File: src/rtl/fan_alu_sequencer.sv
// fan_alu_sequencer
//   Classifies a temperature into a fan speed by time-sharing an external
//   8-bit ALU. Each sample runs IDLE -> CMP_LO -> CMP_HI -> DECIDE, one cycle
//   per state. Two SUB operations compare the latched temperature against the
//   low and high thresholds. Hysteresis and a consecutive-sample debounce are
//   applied before fan_speed moves.
//
// Ports
//   clk           in   system clock
//   rst_n         in   asynchronous active-low reset
//   temp_in       in   [7:0]  unsigned temperature
//   force_sample  in   one-cycle request for an immediate sample
//   alu_result    in   [15:0] ALU result; only the sign bit is consumed
//   alu_opcode    out  [2:0]  3'b001 (SUB) while comparing, 3'b000 otherwise
//   alu_op1       out  [7:0]  ALU operand 1 (latched temperature)
//   alu_op2       out  [7:0]  ALU operand 2 (threshold)
//   fan_speed     out  [1:0]  00 low, 01 medium, 10 high
//   speed_changed out  one-cycle pulse when fan_speed updates
//   busy          out  high while a sample sequence is in progress
module fan_alu_sequencer #(
    parameter int unsigned LOW_THR    = 20,
    parameter int unsigned HIGH_THR   = 40,
    parameter int unsigned HYST       = 2,
    parameter int unsigned SAMPLE_DIV = 1000,
    parameter int unsigned STABLE_CNT = 3
) (
    input  logic        clk,
    input  logic        rst_n,
    input  logic [7:0]  temp_in,
    input  logic        force_sample,
    input  logic [15:0] alu_result,
    output logic [2:0]  alu_opcode,
    output logic [7:0]  alu_op1,
    output logic [7:0]  alu_op2,
    output logic [1:0]  fan_speed,
    output logic        speed_changed,
    output logic        busy
);

    localparam int unsigned DIV_W = $clog2(SAMPLE_DIV);
    localparam logic [DIV_W-1:0] DIV_LAST = DIV_W'(SAMPLE_DIV - 1);
    localparam logic [7:0] LO_UP   = 8'(LOW_THR);
    localparam logic [7:0] LO_DOWN = 8'(LOW_THR - HYST);
    localparam logic [7:0] HI_UP   = 8'(HIGH_THR);
    localparam logic [7:0] HI_DOWN = 8'(HIGH_THR - HYST);
    localparam logic [3:0] CNT_MAX = 4'(STABLE_CNT);
    localparam logic [2:0] OP_SUB  = 3'b001;
    localparam logic [2:0] OP_NONE = 3'b000;

    typedef enum logic [1:0] {IDLE, CMP_LO, CMP_HI, DECIDE} state_t;

    state_t           state_reg, state_next;
    logic [DIV_W-1:0] div_reg, div_next;
    logic [7:0]       t_reg, t_next;
    logic             below_lo_reg, below_hi_reg;
    logic [1:0]       pending_reg, pending_next;
    logic [3:0]       stable_cnt_reg, stable_cnt_next;
    logic [1:0]       fan_speed_reg, fan_speed_next;
    logic             speed_changed_reg, speed_changed_next;
    logic             busy_reg, busy_next;
    logic [2:0]       alu_opcode_reg, alu_opcode_next;
    logic [7:0]       alu_op1_reg, alu_op1_next;
    logic [7:0]       alu_op2_reg, alu_op2_next;

    logic       tick;
    logic [7:0] thr_lo, thr_hi;
    logic [1:0] cand;

    // Only the sign of the subtraction matters.
    logic unused_alu_bits;
    assign unused_alu_bits = &{1'b0, alu_result[14:0]};

    assign tick    = (div_reg == DIV_LAST);
    assign div_next = tick ? '0 : div_reg + 1'b1;

    // fan_speed only changes on the DECIDE->IDLE edge, so these thresholds
    // stay constant for the whole compare sequence.
    assign thr_lo = (fan_speed_reg != 2'b00) ? LO_DOWN : LO_UP;
    assign thr_hi = (fan_speed_reg == 2'b10) ? HI_DOWN : HI_UP;

    // State register
    always_ff @(posedge clk or negedge rst_n) begin
        if (!rst_n) begin
            state_reg <= IDLE;
        end else begin
            state_reg <= state_next;
        end
    end

    // Next-state logic; triggers arriving while busy are dropped.
    always_comb begin
        state_next = state_reg;
        case (state_reg)
            IDLE:    if (tick || force_sample) state_next = CMP_LO;
            CMP_LO:  state_next = CMP_HI;
            CMP_HI:  state_next = DECIDE;
            DECIDE:  state_next = IDLE;
            default: state_next = IDLE;
        endcase
    end

    // Datapath and debounce decisions
    always_comb begin
        t_next             = t_reg;
        pending_next       = pending_reg;
        stable_cnt_next    = stable_cnt_reg;
        fan_speed_next     = fan_speed_reg;
        speed_changed_next = 1'b0;
        cand               = below_lo_reg ? 2'b00 : (below_hi_reg ? 2'b01 : 2'b10);

        if (state_reg == IDLE && state_next == CMP_LO) begin
            t_next = temp_in;
        end

        if (state_reg == DECIDE) begin
            if (cand == pending_reg) begin
                stable_cnt_next = (stable_cnt_reg >= CNT_MAX) ? CNT_MAX : stable_cnt_reg + 1'b1;
            end else begin
                pending_next    = cand;
                stable_cnt_next = 4'd1;
            end
            if (stable_cnt_next == CNT_MAX && cand != fan_speed_reg) begin
                fan_speed_next     = cand;
                speed_changed_next = 1'b1;
            end
        end
    end

    // Output logic: decoded from the next state so the registered ALU bus
    // lines up with the state that uses it.
    always_comb begin
        alu_opcode_next = OP_NONE;
        alu_op1_next    = 8'd0;
        alu_op2_next    = 8'd0;
        busy_next       = (state_next != IDLE);
        case (state_next)
            CMP_LO: begin
                alu_opcode_next = OP_SUB;
                alu_op1_next    = t_next;
                alu_op2_next    = thr_lo;
            end
            CMP_HI: begin
                alu_opcode_next = OP_SUB;
                alu_op1_next    = t_next;
                alu_op2_next    = thr_hi;
            end
            default: ;
        endcase
    end

    always_ff @(posedge clk or negedge rst_n) begin
        if (!rst_n) begin
            div_reg           <= '0;
            t_reg             <= 8'd0;
            below_lo_reg      <= 1'b0;
            below_hi_reg      <= 1'b0;
            pending_reg       <= 2'b00;
            stable_cnt_reg    <= 4'd0;
            fan_speed_reg     <= 2'b00;
            speed_changed_reg <= 1'b0;
            busy_reg          <= 1'b0;
            alu_opcode_reg    <= OP_NONE;
            alu_op1_reg       <= 8'd0;
            alu_op2_reg       <= 8'd0;
        end else begin
            div_reg           <= div_next;
            t_reg             <= t_next;
            if (state_reg == CMP_LO) below_lo_reg <= alu_result[15];
            if (state_reg == CMP_HI) below_hi_reg <= alu_result[15];
            pending_reg       <= pending_next;
            stable_cnt_reg    <= stable_cnt_next;
            fan_speed_reg     <= fan_speed_next;
            speed_changed_reg <= speed_changed_next;
            busy_reg          <= busy_next;
            alu_opcode_reg    <= alu_opcode_next;
            alu_op1_reg       <= alu_op1_next;
            alu_op2_reg       <= alu_op2_next;
        end
    end

    assign alu_opcode    = alu_opcode_reg;
    assign alu_op1       = alu_op1_reg;
    assign alu_op2       = alu_op2_reg;
    assign fan_speed     = fan_speed_reg;
    assign speed_changed = speed_changed_reg;
    assign busy          = busy_reg;

endmodule
File: config.mk
export PLATFORM = sky130hd
export DESIGN_NAME = fan_alu_sequencer
export DESIGN_NICKNAME = d
export VERILOG_FILES = /design/src/rtl/fan_alu_sequencer.sv
export SDC_FILE = /design/constraint.sdc
export NUM_CORES = 1
export LEC_CHECK = 0
export BUFFER_PORTS_ARGS = -buffer_cell sky130_fd_sc_hd__buf_2
export CORE_ASPECT_RATIO = 1.4
export CORE_MARGIN = 3
export CORE_UTILIZATION = 56
export DETAILED_ROUTE_END_ITERATION = 8
export PLACE_DENSITY = 0.83
export RECOVER_POWER = 50
export SLEW_MARGIN = 30
export SYNTH_ARGS = -nofsm -noshare
export SYNTH_HDL_FRONTEND = slang
export SYNTH_SLANG_ARGS = --single-unit
File: constraint.sdc
create_clock -name clk -period 5 [get_ports clk]
set_clock_uncertainty 0.1 [all_clocks]
set_input_delay 1.25 -clock clk [delete_from_list [all_inputs] [get_ports clk]]
set_output_delay 1.25 -clock clk [all_outputs]
set_load 0.05 [all_outputs]
==> impl_metrics.tcl <==
set metrics [dict create \
    cp.depth 1 \
    slew_violations 47 \
    synth_area_leaders "dfrtp_1 57%, ha_1 5.0%, mux2_2 3.3%" \
    post-route-util_pct 66.9 \
    grt_use_total_pct 19.2 \
    antenna_found_initial 0 \
    critical_path_arrival_ns 2.90 \
    largest_reg_flops 10 \
    crit_required_ns 4.83 \
    cap_viol_max_count 1 \
    hold_path.startpoint "div_reg[0]" \
    gp_congestion 0.777 \
    initialDrtViolationCount 45 \
    holdCritPathClass "reg -> reg" \
    synth_edf_count 0 \
    antenna_cells 0 \
    worstSkewPairLatency_ns 0.30 \
    routed_wl_um 3790 \
    setup_slack_ns 1.93 \
    synth.avg_cell_area_um2 11.5 \
    grt_start_max_net_pins 47 \
    clock-sinks 46 \
    place_area_um2 2190 \
    dp_hpwl_um 2730 \
    grt_overflow 0 \
    setup_viol 0 \
    holdWs_ns 0.387 \
    violations "capacitance limit, slew limit" \
    ios 50 \
    hold_depth 1 \
    die_y_um 77.1 \
    synth_commonest_cells "46 x dfrtp_1, 13 x nand2_1, 12 x nor2_1" \
    critPathLaunchType "input port" \
    grt_pass1_wl_um 6490 \
    cts_resized 0 \
    synth_seq_cells 46 \
    rsz0062_at_grt "false" \
    vias_per_cell 5.72 \
    reg2reg_to "alu_op1[7]" \
    synth-seq-area-share_pct 56.9 \
    yosys.area.top_type_share_pct 56.9 \
    h-tree-depth 2 \
    status "finished with violations" \
    crit_path_end_kind "asynchronous set/reset pin" \
    regToRegSetupSlack_ns 2.81 \
    syn_inst 176 \
    numCtsBuffers 5 \
    holdBufCountCts 0 \
    synth_ff_type "dfrtp_1" \
    routedWlPerCell_um 15.2 \
    critical_path_class "in -> async" \
    cts_setup_buffers 0 \
    crit_fanout 46 \
    core_area_um2 3410 \
    dieArea_um2 4380 \
    tritoncts "built" \
    ys_async_sr_fraction_pct 100 \
    fp.dieW_um 56.8 \
    stdcell_count 250 \
    placedCellCount 242 \
    final_nets 244 \
    fin_total_pwr_mw 1.36 \
    drive_gt1_share_pct 25.7 \
    grt_pass1_vias 1494 \
    syn_to_final_growth_pct 12.7 \
    finalCriticalPeriod_ns 3.07 \
    path_buf_inv 1 \
    tightest_slew_ns 2.33 \
    yosys.area.top_type "dfrtp_1" \
    ys_types 41 \
    stdcell_area_um2 2280 \
    power.density_nw_per_um2 596 \
    clkTransAtPathRegs_ns 0.09 \
    synth_most_common_cell "dfrtp_1" \
    whs_endpoint "div_reg[0]" \
    syn-cell-area_um2 2020 \
    post-route-drc-count 0 \
    yosys_warnings 0 \
    row_count 25 \
    clock_path_buffers 2 \
    slew_headroom_pct -55.6 \
    hold_viol_final 0 \
    path_cells "clkbuf_1" \
    reg2reg_from "state_reg[0]" \
    cp_slowest_cell "clkbuf_1" \
    io_buffer_count 29 \
    place_ws_ns 2.25 \
    tns_ns 0 \
    via_count 1431 \
    max_stage_delay_ns 1.64 \
    initial_utilization_pct 59.3 \
    cp_top_family "buffers and inverters" \
    root_buffer "clkbuf_8" \
    leakage_nw 1.16 \
    firstDrtPassIters 4 \
    reg2reg_depth 5 \
    finalCritPeriodShare_pct 61.3 \
    irDropWorstVdd_v 0.000445 \
    fmax_ghz 0.326 \
    postRouteAntennaNets 0 \
]
## cells in the final DEF (no fill, tap or decap), drive strengths merged, types with 2 or more instances in the layout
cell type   n
mux2        6
buf        28
nor3b       3
nand2      13
xor2        4
a21oi      12
and3        3
clkbuf      6
or3b        2
conb        5
ha          8
o22ai       2
nor3        2
nand2b      3
nor2       12
a22o        2
inv         7
dfrtp      46
o21ai      11
or2         2
nand3      11
nor2b       5
clkinv      2
## metal layers
metal | GRT usage (%) | vias to the layer above | share of wire (%)
met5 | 0 | - | 0
met4 | 10.9 | 0 | 2.5
li1 | - | 668 | -
met2 | 34.8 | 42 | 57
met3 | 4.38 | 10 | 4.2
met1 | 19.7 | 711 | 37
## power breakdown
part           internal, mW  leakage, nW  switching, mW  total (mW)
Combinational         0.181        0.525          0.415       0.596
Clock                0.0981       0.0441          0.123       0.221
Sequential            0.479        0.587         0.0614       0.541
Total                 0.759         1.16          0.599        1.36
## cell families after synthesis
family / synth area share [%]
adders and majority gates: 4.95
AOI/OAI and AO/OA: 11.4
xor gates and xnor gates: 2.17
and+or+nand+nor: 17.0
buffers and inverters: 3.59
DFF: 56.9
other: 0.185
muxes: 3.84
## final cells by class
cell class,instances,area [µm²]
clock inverters,3,21.3
fillers,254,1130
clock buffers,5,68.8
multi-input cells,120,818
repair buffers,29,144
inverters,7,26.3
well taps,40,50.0
flip-flops and latches,46,1150
## worst max-delay path by stage
stage	start	slack, ns	end
6_report	rst_n	1.93	speed_changed
5_1_grt	rst_n	1.49	t_reg[2]
3_5_place_dp	force_sample	2.25	alu_op1[3]
2_1_floorplan	force_sample	2.58	busy
3_3_place_gp	force_sample	2.30	alu_op1[3]
4_1_cts	fan_speed[0]	2.57	fan_speed[0]
Note: power is estimated with default switching activity, not from simulation.
